### src/rtl/x_delay_line_pkg.sv
// Shared types and helpers for the delay-line TDC: FSM state encoding and the
// thermometer leading-ones / bubble evaluator used by the encoder.
package x_delay_line_pkg;

  typedef enum logic [2:0] {
    ST_IDLE,
    ST_FIRE,
    ST_CAPT,
    ST_ENC,
    ST_SETTLE,
    ST_DONE
  } tdc_state_t;

  // Widest chain the helper can evaluate; callers zero-pad to this width.
  localparam int TDC_MAX_W = 256;

  typedef struct packed {
    logic [15:0] cnt;
    logic        bubble;
  } lead_ones_t;

  // Counts consecutive ones from bit 0 and flags any one above the first zero.
  function automatic lead_ones_t lead_ones(input logic [TDC_MAX_W-1:0] vec, input int width);
    lead_ones_t res;
    logic       seen_zero;
    res       = '0;
    seen_zero = 1'b0;
    for (int i = 0; i < TDC_MAX_W; i++) begin
      if (i < width) begin
        if (seen_zero) begin
          res.bubble = res.bubble | vec[i];
        end else if (vec[i]) begin
          res.cnt = res.cnt + 16'd1;
        end else begin
          seen_zero = 1'b1;
        end
      end
    end
    return res;
  endfunction

endpackage

### src/rtl/x_delay_line_cell.sv
// One delay element: a buffer stage forwarding the edge plus a capture flop
// sampling the stage input every clock.
module x_delay_line_cell (
  input  logic i_clk,
  input  logic i_rst,
  input  logic i_dl,
  output logic o_dl,
  output logic o_dat
);

  logic dat_q;

  assign o_dl  = i_dl;
  assign o_dat = dat_q;

  always_ff @(posedge i_clk or posedge i_rst) begin
    if (i_rst) begin
      dat_q <= 1'b0;
    end else begin
      dat_q <= i_dl;
    end
  end

endmodule

### src/rtl/x_delay_line_enc.sv
// Combinational normaliser and thermometer encoder: flips the snapshot so that
// "edge passed" reads as 1 for either launch polarity, then counts it.
module x_delay_line_enc
  import x_delay_line_pkg::*;
#(
  parameter int DEPTH = 32,
  parameter int CNT_W = $clog2(DEPTH + 1)
) (
  input  logic [DEPTH-1:0] raw_i,
  input  logic             pol_i,
  output logic [DEPTH-1:0] n_o,
  output logic [CNT_W-1:0] count_o,
  output logic             bubble_o,
  output logic             sat_o
);

  logic [TDC_MAX_W-1:0] vec;
  lead_ones_t           res;

  assign n_o = raw_i ^ {DEPTH{~pol_i}};

  always_comb begin
    vec            = '0;
    vec[DEPTH-1:0] = n_o;
    res            = lead_ones(vec, DEPTH);
    count_o        = res.cnt[CNT_W-1:0];
    bubble_o       = res.bubble;
    sat_o          = (res.cnt == 16'(DEPTH));
  end

endmodule

### src/rtl/x_delay_line_tdc.sv
// FSM-driven delay-line TDC: launch, capture, encode, optionally average 2^AVG_LOG2 shots.
// Result strobe 4 cycles after start per shot; no backpressure, start is ignored while busy.
module x_delay_line_tdc
  import x_delay_line_pkg::*;
#(
  parameter  int DEPTH    = 32,
  parameter  int AVG_LOG2 = 0,
  localparam int CNT_W    = $clog2(DEPTH + 1),
  localparam int SUM_W    = CNT_W + AVG_LOG2
) (
  input  logic             i_clk,
  input  logic             i_rst,
  input  logic             i_start,
  input  logic             i_cont,
  output logic             o_busy,
  output logic             o_valid,
  output logic [SUM_W-1:0] o_sum,
  output logic [DEPTH-1:0] o_data,
  output logic             o_bubble,
  output logic             o_sat
);

  localparam logic [AVG_LOG2:0] SHOT_LAST = (AVG_LOG2 + 1)'((1 << AVG_LOG2) - 1);

  tdc_state_t        state_q;
  logic              launch_q;
  logic [DEPTH:0]    dl;
  logic [DEPTH-1:0]  cell_dat;
  logic [DEPTH-1:0]  raw;
  logic [DEPTH-1:0]  n;
  logic [CNT_W-1:0]  count;
  logic              bubble;
  logic              sat;
  logic              unused_load_dl;
  logic              unused_load_dat;

  logic [SUM_W-1:0]  acc_q, acc_d;
  logic              bub_q, bub_d;
  logic              sat_q, sat_d;
  logic [AVG_LOG2:0] shot_q;
  logic              busy_q, valid_q, o_bub_q, o_sat_q;
  logic [SUM_W-1:0]  sum_q;
  logic [DEPTH-1:0]  data_q;

  assign dl[0] = launch_q;

  // The extra top cell only loads the last measured stage so it sees a realistic fan-out.
  for (genvar g = 0; g <= DEPTH; g++) begin : g_cell
    if (g < DEPTH) begin : g_meas
      x_delay_line_cell u_cell (
        .i_clk (i_clk),
        .i_rst (i_rst),
        .i_dl  (dl[g]),
        .o_dl  (dl[g+1]),
        .o_dat (cell_dat[g])
      );
    end else begin : g_load
      x_delay_line_cell u_cell (
        .i_clk (i_clk),
        .i_rst (i_rst),
        .i_dl  (dl[g]),
        .o_dl  (unused_load_dl),
        .o_dat (unused_load_dat)
      );
    end
  end

  assign raw = cell_dat;

  x_delay_line_enc #(
    .DEPTH (DEPTH),
    .CNT_W (CNT_W)
  ) u_enc (
    .raw_i    (raw),
    .pol_i    (launch_q),
    .n_o      (n),
    .count_o  (count),
    .bubble_o (bubble),
    .sat_o    (sat)
  );

  always_comb begin
    acc_d = acc_q + SUM_W'(count);
    bub_d = bub_q | bubble;
    sat_d = sat_q | sat;
  end

  always_ff @(posedge i_clk or posedge i_rst) begin
    if (i_rst) begin
      state_q  <= ST_IDLE;
      launch_q <= 1'b0;
      acc_q    <= '0;
      bub_q    <= 1'b0;
      sat_q    <= 1'b0;
      shot_q   <= '0;
      busy_q   <= 1'b0;
      valid_q  <= 1'b0;
      sum_q    <= '0;
      data_q   <= '0;
      o_bub_q  <= 1'b0;
      o_sat_q  <= 1'b0;
    end else begin
      valid_q <= 1'b0;
      case (state_q)
        ST_IDLE: begin
          if (i_start) begin
            state_q <= ST_FIRE;
            busy_q  <= 1'b1;
            acc_q   <= '0;
            shot_q  <= '0;
            bub_q   <= 1'b0;
            sat_q   <= 1'b0;
          end
        end
        ST_FIRE: begin
          launch_q <= ~launch_q;
          state_q  <= ST_CAPT;
        end
        ST_CAPT: state_q <= ST_ENC;
        ST_ENC: begin
          data_q  <= n;
          acc_q   <= acc_d;
          sum_q   <= acc_d;
          bub_q   <= bub_d;
          o_bub_q <= bub_d;
          sat_q   <= sat_d;
          o_sat_q <= sat_d;
          shot_q  <= shot_q + 1'b1;
          if (shot_q == SHOT_LAST) begin
            state_q <= ST_DONE;
            valid_q <= 1'b1;
          end else begin
            state_q <= ST_SETTLE;
          end
        end
        ST_SETTLE: state_q <= ST_FIRE;
        ST_DONE: begin
          if (i_cont) begin
            state_q <= ST_FIRE;
            acc_q   <= '0;
            shot_q  <= '0;
            bub_q   <= 1'b0;
            sat_q   <= 1'b0;
          end else begin
            state_q <= ST_IDLE;
            busy_q  <= 1'b0;
          end
        end
        default: begin
          state_q <= ST_IDLE;
          busy_q  <= 1'b0;
        end
      endcase
    end
  end

  assign o_busy   = busy_q;
  assign o_valid  = valid_q;
  assign o_sum    = sum_q;
  assign o_data   = data_q;
  assign o_bubble = o_bub_q;
  assign o_sat    = o_sat_q;

endmodule

### config.mk
export PLATFORM = sky130hd
export DESIGN_NAME = x_delay_line_tdc
export DESIGN_NICKNAME = d
export VERILOG_FILES = /design/src/rtl/x_delay_line_pkg.sv /design/src/rtl/x_delay_line_cell.sv /design/src/rtl/x_delay_line_enc.sv /design/src/rtl/x_delay_line_tdc.sv
export SDC_FILE = /design/constraint.sdc
export NUM_CORES = 1
export LEC_CHECK = 0
export ABC_CLOCK_PERIOD_IN_PS = 1800
export BUFFER_PORTS_ARGS = -buffer_cell sky130_fd_sc_hd__buf_2
export CAP_MARGIN = 20
export CORE_MARGIN = 4
export CORE_UTILIZATION = 30
export DETAILED_ROUTE_END_ITERATION = 16
export GPL_ROUTABILITY_DRIVEN = 0
export PLACE_DENSITY = 0.5
export SLEW_MARGIN = 10
export SYNTH_ARGS = -nofsm -noshare
export SYNTH_HDL_FRONTEND = slang
export SYNTH_SLANG_ARGS = --single-unit
### constraint.sdc
create_clock -name i_clk -period 1.8 [get_ports i_clk]
set_input_delay 0.27 -clock i_clk [delete_from_list [all_inputs] [get_ports i_clk]]
set_output_delay 0.27 -clock i_clk [all_outputs]
set_load 0.01 [all_outputs]
==> flow_summary_export.csv <==
group,metric,value,unit
finish,instances_no_fill,182,
clocking,root_buffer,"clkbuf_8",
critical_path,worst_setup_path_start_kind,"flip-flop",
sta,min_period,1.55,ns
finish,utilization,34.4,%
critical_path,required,1.53,ns
pwr,power,2.24,mW
floorplanning,dieWidth,71.6,um
floorplanning,start_util,32.0,%
floorplanning,die_area,5130,um^2
sta,max_freq,647,MHz
sta,fin_tns_setup,0,ns
critical_path,worstSetupPathType,"flip-flop to output pin",
sta,max_slew_margin,57.5,%
critical_path,critPathMaxFanout,33,
floorplanning,io-pin-count,46,
sta,clock_skew,0.00438,ns
finish,antenna_cells,0,
global_route,grt_max_degree,34,
route,ant_nets,0,
critical_path,worst-r2r-setup-slack,0.29,ns
pwr,ir_worst_vdd,798,uV
finish,fin_area,1310,um^2
synth,ys_seq_area_share,51.5,%
synth,yosysTopAreaCell,"dfrtp_1",
route,vias_per_cell,4.10,
critical_path,slowest_delay,0.76,ns
finish,fillers,385,
worst_hold_path,hold_class,"primary input to async pin",
clocking,htreeDepth,1,
clocking,clk_pin_slew,0.08,ns
critical_path,cp-end-kind,"output pin",
critical_path,path_delay_family,"flip-flops",
critical_path,r2r_cells,3,
placed_design,port_buffers,45,
floorplanning,core_area,3800,um^2
synth,async_reset_ff_share,100,%
route,wire_per_inst,10.8,um
clocking,clock_path_buffers,2,
sta,setup_viol,0,
sta,rsz0062_at_grt,"false",
clocking,numCtsBuffers,3,
pwr,p_leak,0.752,nW
synth,avgSynthCellArea,10.3,um^2
run_status,outcome,"finished, final reports clean",
critical_path,path_buf_inv,1,
clocking,cts_setup_buffers,0,
global_route,antenna_found_initial,0,
synth,ys_ff_latch,25,
placed_design,dpl.cell_count,178,
clocking,cts_tree,"done",
sta,slew_viol_final,0,
critical_path,r2r_end,"acc_q[1]",
critical_path,crit_chain,"buf_2",
sta,post-route-period-util,85.8,%
route,vias,746,
global_route,grt_pass1_wl,3420,um
global_route,overflow,0,
finish,nets,139,
synth,syn-cell-area,1210,um^2
floorplanning,rows,22,
synth,synthCells,118,
synth,syn-num-nets,122,
critical_path,cp_slowest_cell,"dfrtp_1",
floorplanning,die_height,71.6,um
finish,areaGrowthSynthToFinish,7.52,%
pwr,power_density,1710,nW/um^2
clocking,cts_resized,0,
synth,synth_edf_count,0,
route,firstDrtPassIters,4,
synth,synth_top_area_share,51.5,%
global_route,gr-usage-all-layers,8.61,%
synth,synthTopCellsByArea,"dfrtp_1 (51%), buf_4 (20%), nand2_1 (6.8%)",
clocking,cts_sinks,25,
route,wl,1970,um
critical_path,worstPathArrival,1.28,ns
placed_design,dp_hpwl,1430,um
synth,ys_types,23,
sta,tightestPinTransition,0.638,ns
placed_design,placed_cell_area,1260,um^2
route,drt_first_iter_violations,9,
finish,layout_common_cells,"buf_2 (45), dfrtp_1 (25), nand2_1 (22), nor2_1 (6), and2b_2 (6)",
route,drc,0,
clocking,insertion_delay,0.26,ns
sta,hold_viol_final,0,
clocking,hold_buffers,0,
finish,final_common_cell,"buf_2",
run,max_cap_viol_count,0,
synth,ys_warn_count,0,
finish,final_layout_size_suffix_gt1_share,44.8,%
synth,ys.flop_type,"dfrtp_1",
critical_path,timing.rr.start,"state_q[0]",
global_route,grt_pass1_vias,677,
[cells by family (layout without fill, tap and decap cells)]
logic type	Yosys count	in the layout	share of synthesized area [%]
AND/OR/NAND/NOR	39	39	16.1
buffers and inverters	38	54	21.9
flip-flops	25	25	51.5
AO/OA/AOI/OAI	12	12	7.62
XOR/XNOR	4	4	2.88
[area by class of cell]
| type | count | area (um^2) | area share, % |
|---|---|---|---|
| Clock inverter | 1 | 5.00 | 0.383 |
| Sequential cell | 25 | 626 | 47.9 |
| Tap cell | 48 | 60.1 | 4.60 |
| Inverter | 3 | 11.3 | 0.862 |
| Multi-Input combinational cell | 55 | 323 | 24.7 |
| Timing Repair Buffer | 47 | 240 | 18.4 |
| Clock buffer | 3 | 41.3 | 3.16 |
[layer usage]
metal / up-vias / routed length, um / track usage [%]
met5: - / 0 / 0
met4: 0 / 24 / 3.76
met3: 2 / 102 / 2.95
met2: 19 / 953 / 14.2
met1: 352 / 892 / 10.1
li1: 373 / - / -
[worst max path at each step]
stage | from | to | slack, ns | depth (start not counted)
final | o_data[30] | o_data[27] | 0.25 | 1
after CTS | o_data[30] | o_data[24] | 0.20 | 1
after detailed placement | state_q[0] | acc_q[0] | 0.32 | 3
after floorplan | state_q[0] | acc_q[0] | 0.37 | 4
after global routing | o_data[30] | o_data[24] | 0.07 | 1
after global placement | state_q[0] | acc_q[1] | 0.34 | 3
[tightest hold or removal path, stage by stage]
cell and delay, ns:
buf_2 0.09, inv_1 0.04, buf_4 0.29
[cells in the mapped netlist, types with 2 or more instances]
| library cell | count |
|---|---|
| a21oi_1 | 2 |
| nand2_1 | 22 |
| a21o_1 | 4 |
| inv_1 | 2 |
| nor2_1 | 6 |
| buf_4 | 32 |
| xor2_1 | 3 |
| o21ai_0 | 2 |
| and2b_2 | 6 |
| buf_2 | 2 |
| dfrtp_1 | 25 |
[power breakdown]
| group | total, mW | internal (mW) | switching, mW |
|---|---|---|---|
| combinational | 1.03 | 0.464 | 0.566 |
| sequential | 0.890 | 0.698 | 0.191 |
| clock | 0.320 | 0.154 | 0.166 |
[metrics by stage]
stage          hold WS (ns)  setup slack (ns)
3_5_place_dp          0.338             0.316
5_1_grt              0.0811            0.0706
2_1_floorplan         0.297             0.366
4_1_cts              0.0411             0.200
3_3_place_gp          0.330             0.340
6_report             0.0371             0.255
Power figures use the tool's default switching activity.
